## src/rtl/ex_muldiv_unit_pkg.sv

```systemverilog
// Shared types for the iterative RV32M multiply/divide engine.
//   muldiv_op_t    : RV32M funct3 encodings
//   muldiv_state_t : sequencer states
//   muldiv_ctl_t   : per-instruction control latched when an op is accepted
package ex_muldiv_unit_pkg;

  typedef enum logic [2:0] {
    MUL    = 3'b000,
    MULH   = 3'b001,
    MULHSU = 3'b010,
    MULHU  = 3'b011,
    DIV    = 3'b100,
    DIVU   = 3'b101,
    REM    = 3'b110,
    REMU   = 3'b111
  } muldiv_op_t;

  typedef enum logic [1:0] {
    IDLE = 2'd0,
    RUN  = 2'd1,
    FIN  = 2'd2,
    DONE = 2'd3
  } muldiv_state_t;

  // op[2] separates the divide group from the multiply group
  localparam int MULDIV_DIV_BIT = 2;

  typedef struct packed {
    logic [2:0] op;
    logic       sign_a;
    logic       sign_b;
  } muldiv_ctl_t;

endpackage

```

## src/rtl/ex_muldiv_unit_if.sv

```systemverilog
// EX-stage <-> muldiv handshake bundle.
//   master : EX side (drives start/flush/op/operands, sees stall/result)
//   slave  : muldiv unit
interface muldiv_if #(parameter int XLEN = 32);
  logic            start;
  logic            flush;
  logic [2:0]      op;
  logic [XLEN-1:0] a;
  logic [XLEN-1:0] b;
  logic            stall_req;
  logic            busy;
  logic            result_valid;
  logic [XLEN-1:0] result;

  modport master (
    output start, flush, op, a, b,
    input  stall_req, busy, result_valid, result
  );

  modport slave (
    input  start, flush, op, a, b,
    output stall_req, busy, result_valid, result
  );
endinterface

```

## src/rtl/ex_muldiv_unit_iter_step.sv

```systemverilog
// One radix-2 iteration of the shared shift/add-subtract datapath (combinational).
//   acc_i/acc_o     : high half (product high / partial remainder)
//   shreg_i/shreg_o : low half (multiplier->product low / dividend->quotient)
//   opnd_i          : multiplicand or divisor magnitude
//   is_div          : select restoring divide step instead of shift-add
module muldiv_iter_step #(
  parameter int XLEN = 32
) (
  input  logic [XLEN-1:0] acc_i,
  input  logic [XLEN-1:0] shreg_i,
  input  logic [XLEN-1:0] opnd_i,
  input  logic            is_div,
  output logic [XLEN-1:0] acc_o,
  output logic [XLEN-1:0] shreg_o
);

  logic [XLEN:0] sum;
  logic [XLEN:0] t;
  logic [XLEN:0] diff;

  always_comb begin
    // multiply: add multiplicand if LSB set, shift {carry,acc,shreg} right
    sum = {1'b0, acc_i} + (shreg_i[0] ? {1'b0, opnd_i} : {(XLEN+1){1'b0}});
    // divide: shift next dividend bit into remainder, trial-subtract
    t    = {acc_i, shreg_i[XLEN-1]};
    diff = t - {1'b0, opnd_i};
    if (is_div) begin
      // remainder stays below the divisor, so it always fits XLEN bits
      acc_o   = diff[XLEN] ? t[XLEN-1:0] : diff[XLEN-1:0];
      shreg_o = {shreg_i[XLEN-2:0], ~diff[XLEN]};
    end else begin
      acc_o   = sum[XLEN:1];
      shreg_o = {sum[0], shreg_i[XLEN-1:1]};
    end
  end

endmodule

```

## src/rtl/ex_muldiv_unit.sv

```systemverilog
// Iterative RV32M multiply/divide engine beside the EX-stage ALU.
// Holds EX via stall_req until the result is ready, then presents result
// with result_valid for one cycle.
// Ports:
//   clk, rst_n : clock, synchronous active-low reset
//   mif        : muldiv_if.slave (start, flush, op, a, b ->
//                stall_req, busy, result_valid, result)
module ex_muldiv_unit
  import ex_muldiv_unit_pkg::*;
#(
  parameter int XLEN            = 32,
  parameter int STEPS_PER_CYCLE = 1
) (
  input logic     clk,
  input logic     rst_n,
  muldiv_if.slave mif
);

  localparam int RUN_CYC = XLEN / STEPS_PER_CYCLE;
  localparam int CW      = (RUN_CYC > 1) ? $clog2(RUN_CYC) : 1;

  localparam logic [1:0] S_IDLE = 2'(IDLE);
  localparam logic [1:0] S_RUN  = 2'(RUN);
  localparam logic [1:0] S_FIN  = 2'(FIN);
  localparam logic [1:0] S_DONE = 2'(DONE);

  logic [1:0]      state;
  logic [CW-1:0]   cnt;
  logic [XLEN-1:0] acc;
  logic [XLEN-1:0] shreg;
  logic [XLEN-1:0] opnd;
  logic [XLEN-1:0] result_q;
  muldiv_ctl_t     ctl;

  // ---------------- operand decode (IDLE) ----------------
  logic            accept;
  logic            in_div, a_sgn, b_sgn, sa, sb;
  logic [XLEN-1:0] mag_a, mag_b;
  logic            div0, ovf, fast;
  logic [XLEN-1:0] fast_res;

  assign accept = mif.start & ~mif.flush;
  assign in_div = mif.op[MULDIV_DIV_BIT];

  always_comb begin
    // a signed for MUL/MULH/MULHSU/DIV/REM; b signed for MUL/MULH/DIV/REM
    a_sgn = in_div ? ~mif.op[0] : (mif.op != 3'(MULHU));
    b_sgn = in_div ? ~mif.op[0] : ~mif.op[1];
    sa    = a_sgn & mif.a[XLEN-1];
    sb    = b_sgn & mif.b[XLEN-1];
    mag_a = sa ? -mif.a : mif.a;
    mag_b = sb ? -mif.b : mif.b;

    div0 = in_div & (mif.b == '0);
    ovf  = in_div & ~mif.op[0] & (mif.a == {1'b1, {(XLEN-1){1'b0}}}) &
           (mif.b == '1);
    fast = div0 | ovf;

    // op[1] picks REM/REMU over DIV/DIVU
    if (div0) fast_res = mif.op[1] ? mif.a : '1;
    else      fast_res = mif.op[1] ? '0    : mif.a;
  end

  // ---------------- iteration chain ----------------
  logic [STEPS_PER_CYCLE:0][XLEN-1:0] acc_c;
  logic [STEPS_PER_CYCLE:0][XLEN-1:0] shr_c;

  assign acc_c[0] = acc;
  assign shr_c[0] = shreg;

  for (genvar g = 0; g < STEPS_PER_CYCLE; g++) begin : g_step
    muldiv_iter_step #(.XLEN(XLEN)) u_step (
      .acc_i   (acc_c[g]),
      .shreg_i (shr_c[g]),
      .opnd_i  (opnd),
      .is_div  (ctl.op[MULDIV_DIV_BIT]),
      .acc_o   (acc_c[g+1]),
      .shreg_o (shr_c[g+1])
    );
  end

  // ---------------- sign fix + output select (FIN) ----------------
  logic [2*XLEN-1:0] prod_s;
  logic [XLEN-1:0]   quo_s, rem_s, fin_res;

  always_comb begin
    prod_s = (ctl.sign_a ^ ctl.sign_b) ? -{acc, shreg} : {acc, shreg};
    quo_s  = (ctl.sign_a ^ ctl.sign_b) ? -shreg : shreg;
    rem_s  = ctl.sign_a ? -acc : acc;
    fin_res = '0;
    unique case (ctl.op)
      3'(MUL):                      fin_res = prod_s[XLEN-1:0];
      3'(MULH), 3'(MULHSU), 3'(MULHU): fin_res = prod_s[2*XLEN-1:XLEN];
      3'(DIV), 3'(DIVU):            fin_res = quo_s;
      default:                      fin_res = rem_s;
    endcase
  end

  // ---------------- sequencer ----------------
  always_ff @(posedge clk) begin
    if (!rst_n) begin
      state    <= S_IDLE;
      cnt      <= '0;
      acc      <= '0;
      shreg    <= '0;
      opnd     <= '0;
      result_q <= '0;
      ctl      <= '0;
    end else begin
      unique case (state)
        S_IDLE: if (accept) begin
          ctl <= '{op: mif.op, sign_a: sa, sign_b: sb};
          cnt <= '0;
          if (fast) begin
            result_q <= fast_res;
            state    <= S_DONE;
          end else begin
            // multiply: shreg = multiplier, opnd = multiplicand
            // divide:   shreg = dividend,   opnd = divisor
            acc   <= '0;
            shreg <= in_div ? mag_a : mag_b;
            opnd  <= in_div ? mag_b : mag_a;
            state <= S_RUN;
          end
        end
        S_RUN: begin
          if (mif.flush) state <= S_IDLE;
          else begin
            acc   <= acc_c[STEPS_PER_CYCLE];
            shreg <= shr_c[STEPS_PER_CYCLE];
            cnt   <= cnt + 1'b1;
            if (cnt == CW'(RUN_CYC-1)) state <= S_FIN;
          end
        end
        S_FIN: begin
          if (mif.flush) state <= S_IDLE;
          else begin
            result_q <= fin_res;
            state    <= S_DONE;
          end
        end
        default: state <= S_IDLE; // DONE: start still belongs to this op
      endcase
    end
  end

  // ---------------- outputs ----------------
  logic stall;

  always_comb begin
    stall = 1'b0;
    unique case (state)
      S_IDLE:       stall = accept;
      S_RUN, S_FIN: stall = 1'b1;  // held through a flush cycle too
      default:      stall = 1'b0;
    endcase
  end

  assign mif.stall_req    = rst_n & stall;
  assign mif.busy         = rst_n & (state != S_IDLE);
  assign mif.result_valid = (state == S_DONE);
  assign mif.result       = result_q;

endmodule
```

## src/flat_wrapper.sv

```systemverilog
// flat-port wrapper written by rule: the top's interface ports become plain ports
module ex_muldiv_unit_flat import ex_muldiv_unit_pkg::*;
#(
  parameter int XLEN            = 32,
  parameter int STEPS_PER_CYCLE = 1
)
  (clk, rst_n, mif_start, mif_flush, mif_op, mif_a, mif_b, mif_stall_req, mif_busy, mif_result_valid, mif_result);
  muldiv_if #(.XLEN(XLEN)) mif_i ();
  input logic clk;
  input logic rst_n;
  input wire logic [$bits(mif_i.start)-1:0] mif_start;
  input wire logic [$bits(mif_i.flush)-1:0] mif_flush;
  input wire logic [$bits(mif_i.op)-1:0] mif_op;
  input wire logic [$bits(mif_i.a)-1:0] mif_a;
  input wire logic [$bits(mif_i.b)-1:0] mif_b;
  output wire logic [$bits(mif_i.stall_req)-1:0] mif_stall_req;
  output wire logic [$bits(mif_i.busy)-1:0] mif_busy;
  output wire logic [$bits(mif_i.result_valid)-1:0] mif_result_valid;
  output wire logic [$bits(mif_i.result)-1:0] mif_result;
  assign mif_i.start = mif_start;
  assign mif_i.flush = mif_flush;
  assign mif_i.op = mif_op;
  assign mif_i.a = mif_a;
  assign mif_i.b = mif_b;
  assign mif_stall_req = mif_i.stall_req;
  assign mif_busy = mif_i.busy;
  assign mif_result_valid = mif_i.result_valid;
  assign mif_result = mif_i.result;
  ex_muldiv_unit #(.XLEN(XLEN), .STEPS_PER_CYCLE(STEPS_PER_CYCLE)) u_core (.clk(clk), .rst_n(rst_n), .mif(mif_i));
endmodule
```

## config.mk

```make
export PLATFORM = sky130hd
export DESIGN_NAME = ex_muldiv_unit_flat
export DESIGN_NICKNAME = d
export VERILOG_FILES = /design/src/rtl/ex_muldiv_unit_pkg.sv /design/src/rtl/ex_muldiv_unit_if.sv /design/src/rtl/ex_muldiv_unit_iter_step.sv /design/src/rtl/ex_muldiv_unit.sv /design/src/flat_wrapper.sv
export SDC_FILE = /design/constraint.sdc
export NUM_CORES = 1
export LEC_CHECK = 0
export CAP_MARGIN = 20
export CORE_MARGIN = 2
export CORE_UTILIZATION = 25
export CTS_BUF_LIST = sky130_fd_sc_hd__clkbuf_2
export CTS_CLUSTER_DIAMETER = 80
export DETAILED_ROUTE_END_ITERATION = 16
export GPL_ROUTABILITY_DRIVEN = 0
export PLACE_DENSITY_LB_ADDON = 0.08
export SKIP_CTS_REPAIR_TIMING = 1
export SLEW_MARGIN = 40
export SYNTH_ARGS = -nofsm -noshare
export SYNTH_HDL_FRONTEND = slang
export SYNTH_SLANG_ARGS = --single-unit
```

## constraint.sdc

```tcl
create_clock -name clk -period 6.2 [get_ports clk]
set_input_delay 1.86 -clock clk [delete_from_list [all_inputs] [get_ports clk]]
set_output_delay 1.86 -clock clk [all_outputs]
set_load 0.03 [all_outputs]
```

==> results.py <==
metrics = {
    "timing": {
        "relSlewSlack_pct": 43.6,
        "finalCriticalPeriod_ns": 5.07,
        "hold_viol_final": 0,
        "tightest_slew_ns": 0.839,
        "final_max_slew_viol_count": 0,
        "timing.final.crit_share_pct": 81.8,
        "setup_tns_ns": 0,
        "rsz0062_at_grt": "false",
        "skew_ns": 0.0341,
        "setup_viol": 0,
        "fmax_mhz": 197,
    },
    "detailed_routing": {
        "via_count": 15600,
        "viasPerCell": 5.44,
        "drtAntennaViolNets": 0,
        "drt_wl_total_mm": 68.3,
        "avgRoutedWirePerCell_um": 23.9,
        "drtIter0Drc": 1310,
        "drt_pre_antenna_iters": 6,
        "route.detailed.drc": 0,
    },
    "worst_setup_path": {
        "crit_end": "mif_stall_req",
        "worstPathMaxFanout": 9,
        "cp.required_ns": 4.34,
        "r2r-start": "u_core.shreg[31]",
        "reg2reg_slack_ns": 1.52,
        "worst-setup-path-type": "in2out",
        "crit_arrival_ns": 3.21,
        "cp-startpoint": "mif_flush",
        "reg2regPathDepth": 15,
        "start_kind": "primary input",
        "r2r-end": "u_core.acc[25]",
        "cp-end-kind": "primary output",
    },
    "synthesis": {
        "synthMuxAreaShare_pct": 4.61,
        "syn_inst": 2071,
        "ys_ff_latch": 140,
        "netlist_area_sq_mm": 0.0147,
        "syn_nets": 2219,
        "synth_compound_area_share_pct": 29.7,
        "yosysTopAreaCell": "dfxtp_1",
        "synthTopCellsByArea": "dfxtp_1, a21oi_1, ha_1",
        "yosysUniqueCellTypes": 76,
        "ys_warn_count": 0,
        "synth_top_family_by_area": "compound AO/OA/AOI/OAI gates",
        "yosysTopAreaCellShare_pct": 19.1,
        "synthSimpleGateAreaFrac_pct": 20.1,
        "synth_fa_ha_area_share_pct": 8.66,
        "synthArstFlopShare_pct": 0,
        "synth_edf_count": 0,
        "ys.flop_type": "dfxtp_1",
        "synthXorXnorAreaFrac_pct": 11.7,
        "ys_seq_area_share_pct": 19.1,
        "synth_area_per_cell_sq_um": 7.08,
    },
    "cells_and_area": {
        "area_growth_pct": 14.1,
        "final_common_cell": "nor2_1",
        "drive_gt1_share_pct": 6.35,
        "final_cell_area_sq_mm": 0.0167,
        "layout.cells.most_common_list": "nor2_1, a21oi_1, nand2_1",
        "nets": 2228,
    },
    "min_path": {
        "hold_path_class": "reg2reg",
    },
    "job": {
        "cap_viol_max_count": 0,
    },
    "floorplanning": {
        "die-area_sq_mm": 0.0606,
        "core.rowCount": 88,
        "ios": 106,
        "initial_core_util_pct": 25.4,
        "die_w_um": 246,
        "coreArea_sq_mm": 0.0578,
        "die-height_um": 246,
    },
    "outcome": {
        "status": "completed",
    },
    "grt": {
        "overflow": 0,
        "grt_pass1_vias": 14700,
        "grt_pass1_wl_mm": 99.4,
        "grt_max_degree": 66,
        "antenna_found_initial": 2,
        "track_usage_pct": 22.2,
    },
    "place": {
        "port_buffers": 105,
        "hpwlAfterDp_mm": 53.7,
        "dpl_cell_area_sq_mm": 0.0164,
    },
    "clocking": {
        "root_buffer": "clkbuf_2",
        "path_clk_slew_ns": 0.22,
        "clk_path_buf_depth": 2,
        "clk_latency_ns": 1.03,
        "numClockSinks": 140,
        "cts_tree": "built",
        "cts_buffers": 17,
        "htreeDepth": 4,
    },
    "power_and_ir_drop": {
        "powerDensity_mw_per_mm2": 183,
        "ir_drop_v": 0.0000957,
        "leakagePower_nw": 6.36,
    },
}
## layout make-up
cell class,instances,area [sq um]
fill,6401,41100
multi-input combinational,1700,11000
sequential,140,2800
timing repair buffer,152,1410
tap,765,957
inverter,69,259
clock inverter,13,174
clock buffer,19,95.1
antenna,3,7.51
## power breakdown
| part | total (mW) | internal [mW] | leakage (nW) | switching [mW] |
|---|---|---|---|---|
| clock network | 0.674 | 0.265 | 0.163 | 0.408 |
| logic | 1.35 | 0.464 | 5.06 | 0.881 |
| registers | 1.05 | 0.955 | 1.14 | 0.0929 |
## layer usage
| metal | GRT usage, % | wire, um | up-vias |
|---|---|---|---|
| met3 | 4.43 | 3800 | 58 |
| met1 | 31.6 | 33200 | 7575 |
| li1 | - | - | 7525 |
| met5 | 0 | 0 | - |
| met4 | 4.99 | 1280 | 0 |
| met2 | 34.2 | 30000 | 416 |
## worst max-delay path, cell delays in order
cell and delay [ns]:
clkdlybuf4s50_1 0.40, buf_4 0.18, inv_1 0.12, nand3_1 0.13
a211oi_1 0.31, buf_4 0.21
## stage by stage
stage	utilization [%]	hold WS (ns)	power [mW]	cells	setup WS, ns
6_report	28.9	0.464	3.07	2861	1.13
5_1_grt	28.9	0.492	3.23	2859	1.09
4_1_cts	28.9	0.472	3.07	2858	1.16
3_5_place_dp	28.4	0.447	2.39	2826	0.214
3_3_place_gp	28.4	0.442	2.39	2826	0.265
2_1_floorplan	-	0.432	1.86	2071	1.05
## flip-flops by register name (all words and copies together), names as in the netlist
| name | cells |
|---|---|
| u_core.shreg | 32 |
| u_core.opnd | 32 |
| u_core.state | 2 |
| u_core.ctl | 5 |
| u_core.acc | 32 |
| u_core.cnt | 5 |
| u_core.mif.result | 32 |
## how the worst min path moves through the flow
stage               startpoint              end  depth (start not counted)
2_1_floorplan  u_core.opnd[13]  u_core.opnd[13]                          2
3_3_place_gp   u_core.opnd[17]  u_core.opnd[17]                          2
3_5_place_dp   u_core.opnd[10]  u_core.opnd[10]                          2
4_1_cts        u_core.opnd[17]  u_core.opnd[17]                          2
5_1_grt        u_core.opnd[12]  u_core.opnd[12]                          2
6_report       u_core.opnd[17]  u_core.opnd[17]                          2
## Yosys cell counts (22+ instances only)
master / count
a21o_1: 38
o31ai_1: 32
a31oi_1: 22
ha_1: 75
nand3_1: 55
xor2_1: 92
maj3_1: 29
dfxtp_1: 140
o21ai_0: 178
a21oi_1: 205
nand2_1: 195
nand4_1: 22
nor3_1: 27
o211ai_1: 53
inv_1: 67
mux2i_1: 45
clkbuf_1: 142
nor2_1: 217
a211oi_1: 22
xnor2_1: 104
## logic make-up after synthesis
| group | Yosys count |
|---|---|
| AOI/OAI and AO/OA | 693 |
| and+or+nand+nor | 640 |
| buffers and inverters | 231 |
| xor gates and xnor gates | 196 |
| DFF | 140 |
| adders and majority gates | 106 |
| muxes | 65 |
Note: power is estimated with default switching activity, not from simulation.
